### src/rtl/big_state_machine_if.sv
// FlippyBit controller bus: lane flags in, score/state/respawn out.
// Clock and reset stay plain ports on the controller.
interface big_state_machine_if;
    logic [2:0] game_over;
    logic [2:0] correct;
    logic [2:0] reset_signal;
    logic [7:0] score;
    logic [2:0] state;

    modport master (
        output game_over,
        output correct,
        input  reset_signal,
        input  score,
        input  state
    );

    modport slave (
        input  game_over,
        input  correct,
        output reset_signal,
        output score,
        output state
    );
endinterface

### src/rtl/big_state_machine.sv
// FlippyBit three-lane game controller.
// Scores rising correct flags, saturating at 255; any lane loss ends the game.
module big_state_machine (
    input  logic                clock,
    input  logic                reset_button,
    big_state_machine_if.slave  bus
);
    typedef enum logic [2:0] {
        INIT      = 3'd0,
        PLAY      = 3'd1,
        GAME_OVER = 3'd2
    } state_t;

    state_t     state_q;
    state_t     state_d;
    logic [7:0] score_q;
    logic [7:0] score_d;
    logic [2:0] rst_q;
    logic [2:0] rst_d;
    logic [2:0] correct_prev;

    logic [2:0] rise;
    logic [1:0] n_rise;
    logic [8:0] sum;
    logic [7:0] score_sat;

    // Per-lane rising edges and the saturated score they would produce.
    always_comb begin
        rise      = bus.correct & ~correct_prev;
        n_rise    = {1'b0, rise[0]} + {1'b0, rise[1]} + {1'b0, rise[2]};
        sum       = {1'b0, score_q} + {7'b0, n_rise};
        score_sat = sum[8] ? 8'hFF : sum[7:0];
    end

    // Next-state, score and respawn request selection.
    always_comb begin
        state_d = state_q;
        score_d = score_q;
        rst_d   = rst_q;
        case (state_q)
            INIT: begin
                state_d = PLAY;
                rst_d   = 3'b000;
            end
            PLAY: begin
                if (|bus.game_over) begin
                    state_d = GAME_OVER;
                    rst_d   = 3'b111;
                end else begin
                    score_d = score_sat;
                    rst_d   = rise;
                end
            end
            GAME_OVER: begin
                rst_d = 3'b111;
            end
            default: begin
                state_d = INIT;
                rst_d   = 3'b111;
            end
        endcase
    end

    // State registers with synchronous restart taking priority.
    always_ff @(posedge clock) begin
        if (reset_button) begin
            state_q      <= INIT;
            score_q      <= 8'd0;
            rst_q        <= 3'b111;
            correct_prev <= 3'b000;
        end else begin
            state_q      <= state_d;
            score_q      <= score_d;
            rst_q        <= rst_d;
            correct_prev <= bus.correct;
        end
    end

    assign bus.state        = state_q;
    assign bus.score        = score_q;
    assign bus.reset_signal = rst_q;
endmodule

### src/flat_wrapper.sv
// flat-port wrapper written by rule: the top's interface ports become plain ports
module big_state_machine_flat 
  (clock, reset_button, bus_game_over, bus_correct, bus_reset_signal, bus_score, bus_state);
  big_state_machine_if bus_i ();
  input  logic clock;
  input  logic reset_button;
  input wire logic [$bits(bus_i.game_over)-1:0] bus_game_over;
  input wire logic [$bits(bus_i.correct)-1:0] bus_correct;
  output wire logic [$bits(bus_i.reset_signal)-1:0] bus_reset_signal;
  output wire logic [$bits(bus_i.score)-1:0] bus_score;
  output wire logic [$bits(bus_i.state)-1:0] bus_state;
  assign bus_i.game_over = bus_game_over;
  assign bus_i.correct = bus_correct;
  assign bus_reset_signal = bus_i.reset_signal;
  assign bus_score = bus_i.score;
  assign bus_state = bus_i.state;
  big_state_machine u_core (.clock(clock), .reset_button(reset_button), .bus(bus_i));
endmodule
### config.mk
export PLATFORM = sky130hd
export DESIGN_NAME = big_state_machine_flat
export DESIGN_NICKNAME = d
export VERILOG_FILES = /design/src/rtl/big_state_machine_if.sv /design/src/rtl/big_state_machine.sv /design/src/flat_wrapper.sv
export SDC_FILE = /design/constraint.sdc
export NUM_CORES = 1
export LEC_CHECK = 0
export ABC_AREA = 1
export BUFFER_PORTS_ARGS = -buffer_cell sky130_fd_sc_hd__buf_2
export CAP_MARGIN = 5
export CORE_UTILIZATION = 49
export DETAILED_ROUTE_END_ITERATION = 8
export PLACE_DENSITY = 0.83
export SYNTH_ARGS = -nofsm -noshare
export SYNTH_HDL_FRONTEND = slang
export SYNTH_SLANG_ARGS = --single-unit
### constraint.sdc
create_clock -name clock -period 4.45 [get_ports clock]
set_clock_uncertainty 0.15 [all_clocks]
set_input_delay 0.445 -clock clock [delete_from_list [all_inputs] [get_ports clock]]
set_output_delay 0.445 -clock clock [all_outputs]
set_load 0.03 [all_outputs]
* Yosys cells after proc, flatten, opt, wreduce, memory -nomap -nowiden
Cells that the tools add are included.
** Word-level totals
- Input bits :: 8
- Output and inout port bits :: 14
- Logic and storage cells :: 23
- Bits in registers :: 17
** Operators by class
- Reduce and logical (&&, ||, !) cells :: 4
- Equality and inequality tests :: 3
- Multiplexer cells :: 5
- $add $sub $neg :: 3
- Bitwise gates (word level) :: 4
** Operators with widths (number)
- 8-bit by 2-bit adder with 9-bit output :: 1
- 3-bit one-hot mux with 3 select lines :: 1
- 8-bit 2-to-1 mux :: 1
- 3-bit 2-to-1 mux :: 2
- 3-bit one-hot mux with 2 select lines :: 1
- 2-bit AND reduction :: 2
- 3-bit bitwise AND :: 1
- 3-bit by 1-bit equality test with 1-bit output, second input constant :: 1
- 3-bit by 2-bit equality test with 1-bit output, second input constant :: 1
- 3-bit zero test :: 1
- 3-bit inverter :: 1
- 3-bit OR reduction :: 1
- 1-bit by 1-bit adder with 2-bit output :: 1
- 2-bit by 1-bit adder with 2-bit output :: 1
- 2-bit by 1-bit != test with 1-bit output, second input constant :: 1
- 1-bit inverter :: 2

* Longest topological paths before layout
- Depth after elaboration :: 6
- Mapped depth :: 12
- Gate-level depth less buffers :: 12

* Worst setup path before layout
OpenSTA, ideal clock, no wires.
- Path kind :: input port to flip-flop
- Start point :: input bus_correct[1]
- End point :: register u_core.score_q[4] (netlist: u_core.bus.score[4])
- Setup slack :: 2073 ps
- Library setup time :: 114 ps
- Arrival time :: 2113 ps
- Stages :: 11
- Cell sequence :: inv_1 -> nor2_1 -> fa_1 -> ha_1 -> fa_1 -> nand2_1 -> nor2_2 -> nand2_2 -> nand3_1 -> nand2_1 -> a21oi_2
** Between the ends
- Cells in the longest elaborated chain, start to end :: 5
** RTL lines
- start, declared :: RTL line flat_wrapper.sv:8 : input wire logic [$bits(bus_i.correct)-1:0] bus_correct;
- 3-bit bitwise AND :: RTL line big_state_machine.sv:29 : rise = bus.correct & ~correct_prev;
- 1-bit by 1-bit adder with 2-bit output :: RTL line big_state_machine.sv:30 : n_rise = {1'b0, rise[0]} + {1'b0, rise[1]} + {1'b0, rise[2]};
- 2-bit by 1-bit adder with 2-bit output :: RTL line big_state_machine.sv:30
- 8-bit by 2-bit adder with 9-bit output :: RTL line big_state_machine.sv:31 : sum = {1'b0, score_q} + {7'b0, n_rise};
- 8-bit 2-to-1 mux :: RTL line big_state_machine.sv:32 : score_sat = sum[8] ? 8'hFF : sum[7:0];
- end signal, assigned :: RTL line big_state_machine.sv:73 : score_q <= score_d;
- end, declared :: RTL line big_state_machine.sv:16 : logic [7:0] score_q;
No other way between the ends.
A chain may end at the register's enable or synchronous reset.

* Worst setup path after layout
- Start point :: register u_core.correct_prev[1]
- End point :: register u_core.score_q[4] (netlist: u_core.bus.score[4])
** Between the ends
- Cells in the longest elaborated chain, start to end :: 6
** RTL lines
- start, declared :: RTL line big_state_machine.sv:20 : logic [2:0] correct_prev;
- start signal, assigned :: RTL line big_state_machine.sv:75 : correct_prev <= bus.correct;
- 3-bit inverter :: RTL line big_state_machine.sv:29
- 3-bit bitwise AND :: RTL line big_state_machine.sv:29
- 1-bit by 1-bit adder with 2-bit output :: RTL line big_state_machine.sv:30
- 2-bit by 1-bit adder with 2-bit output :: RTL line big_state_machine.sv:30
- 8-bit by 2-bit adder with 9-bit output :: RTL line big_state_machine.sv:31
- 8-bit 2-to-1 mux :: RTL line big_state_machine.sv:32
No other way between the ends.

==> metrics.txt <==
H-tree depth 1; clock buffer depth 2; cell family with most CP delay adder cells; IO Pins 22; violated checks DRC; Required @ worst endpoint 4.49 ns; IO buf count 20; ANT nets after route 0; CP startpoint u_core.correct_prev[1]; largest net degree at the start of global routing 11; Setup TNS 0 ns; reg2reg setup slack 2.13 ns; RR Startpoint u_core.correct_prev[1]; Worst R2R Path Depth 10; Max FO, Critical Path 5; die height 43.6 um; Synth Cell Area 847 um2; diode count 0; first-pass GRT wire length 2510 um; total gr overflow 0; Layout Nets 142; DR pass1 iterations 8; slowest CP cell fa_1; Seq cells post-synth 16; final-layout fill cell count 137; most frequent cells in the layout nand2_1, buf_2, dfxtp_1, inv_1; Initial DRC Count 25; worst path cell trace nor2_1 > fa_1 > ha_1 > fa_1 > nand2_1 > nor2_2 > nand2_2 > nand3_1 > nand2_1 > a21oi_2; Tot GR Track Use 17.6%; DIE WIDTH 43.6 um; post-synth cell types 26; area grow syn2layout 16.7%; worst hold slack 0.216 ns; pwr/cell area 307 nW/um2; Routed WL per cell 10.7 um; largest cells by area after synthesis dfxtp_1, nand2_1, nand3_1; worst hold start bus_correct[0]; clk root buf clkbuf_4; commonest non-fill, non-tap cell in the layout nand2_1; FMAX 431 MHz; status finished with violations; layout cell share with drive strength beyond 1 31.0%; vias in the first global route 619; via count 745; post-DP HPWL 1250 um; # hold bufs at CTS 0; fin crit period 2.32 ns; Worst-path clk slew 0.10 ns; DRC errors left 6; sequential-to-total area share from yosys stat 37.8%; hold endpoint u_core.correct_prev[0]; CP peak stage delay 0.45 ns; CP Launch Type register; Slew Viols, Final 0; RR Endpoint u_core.bus.score[4]; Avg Cell Area, Syn 7.92 um2; drt via density 5.14; Final Hold Fails 0; final WL 1560 um; antenna violations before repair 0; RSZ-0062 raised after global routing false; Leak Pwr 0.000501 uW; Post-CTS Resized 0; Worst VDD drop 0.215 mV; cell count after synthesis 107; CTS tree built; max-cap violation count 0; Synth Warn # 0; worst path buffer plus inverter count 0; row cnt 14; Final GP Congestion 0.885; Crit Path Category reg2reg; Tcrit/Tclk final 52.1%; Setup Buffers After CTS 0; Clock Latency Late Sink 0.29 ns; Worst Path Arrival 2.35 ns; Yosys top cell area share 37.8%; core area 1560 um2; DIE AREA 1900 um2; Synth area leader dfxtp_1; Hold Crit Class in2reg; CP Capture Type register; CTS buffer count 3; Initial Utilization 54.3%; hold depth 3; endpoints failing setup 0; clk sinks 16; syn nets 119
-- worst register-to-register path, cell delays in order, from the launching register on --
cell and delay, ns:
dfxtp_1 0.31, nor2_1 0.18, fa_1 0.45, ha_1 0.24, fa_1 0.40, nand2_1 0.13, nor2_2 0.05, nand2_2 0.10
nand3_1 0.08, nand2_1 0.08, a21oi_2 0.05
-- through the flow --
step,std cells,instance area (um2),power [uW],worst slack (ns),utilization [%]
global route,145,988,318,1.95,63.4
finish,145,988,303,2.13,63.4
floorplan,107,847,197,2.07,-
detailed placement,141,952,211,1.88,61.1
CTS,145,988,306,2.13,63.4
global placement,141,952,209,1.90,61.1
-- where the power goes --
group | switching, uW | internal, uW | total (uW)
registers | 4.37 | 151 | 155
clock network | 46.7 | 49.8 | 96.5
logic | 35.7 | 16.0 | 51.7
total | 86.8 | 217 | 303
-- layout make-up --
| type | instances | area [um2] | area share, % |
|---|---|---|---|
| clock buffers | 4 | 36.3 | 3.67 |
| inverters | 14 | 52.6 | 5.32 |
| multi-input cells | 75 | 459 | 46.5 |
| flip-flops and latches | 16 | 320 | 32.4 |
| well taps | 16 | 20.0 | 2.03 |
| repair buffers | 20 | 100 | 10.1 |
-- worst max path at each step --
stage                           to  slack [ns]  cells after the start
5_1_grt        u_core.bus.score[3]        1.95                     10
2_1_floorplan  u_core.bus.score[4]        2.07                     11
3_3_place_gp   u_core.bus.score[4]        1.90                     12
3_5_place_dp   u_core.bus.score[4]        1.88                     12
6_report       u_core.bus.score[4]        2.13                     10
4_1_cts        u_core.bus.score[4]        2.13                     10
-- synth_stat cells, drive strengths merged --
library cell	instances
a211oi	1
a21oi	6
buf	2
conb	1
dfxtp	16
fa	2
ha	2
inv	14
nand2	28
nand3	12
nand3b	1
nand4	2
nor2	15
o21ai	3
or2	1
xnor2	1
-- cell families (layout without fill, tap and decap cells) --
group                      count (synthesis)  after routing  synth area share (%)
buffers and inverters                     16             38                  7.98
xor gates and xnor gates                   1              1                  1.03
adders and majority gates                  4              4                  7.68
and+or+nand+nor                           59             59                  37.4
DFF                                       16             16                  37.8
other                                      1              1                 0.443
AOI/OAI and AO/OA                         10             10                  7.68
-- per-layer routing --
metal  wire length (um)  share of wire, %  up-vias  track usage (%)
li1                   -                 -      379                -
met1                654                42      337             21.0
met2                794                51       27             29.6
met3                101               6.5        2             6.25
met4                  7              0.45        0             5.63
met5                  0                 0        -                0
-- sequential cells by signal, indices dropped and copies added (netlist names) --
name                     cells
u_core.bus.score             8
u_core.correct_prev          3
u_core.bus.reset_signal      3
u_core.bus.state             2
Note: power is estimated with default switching activity, not from simulation.
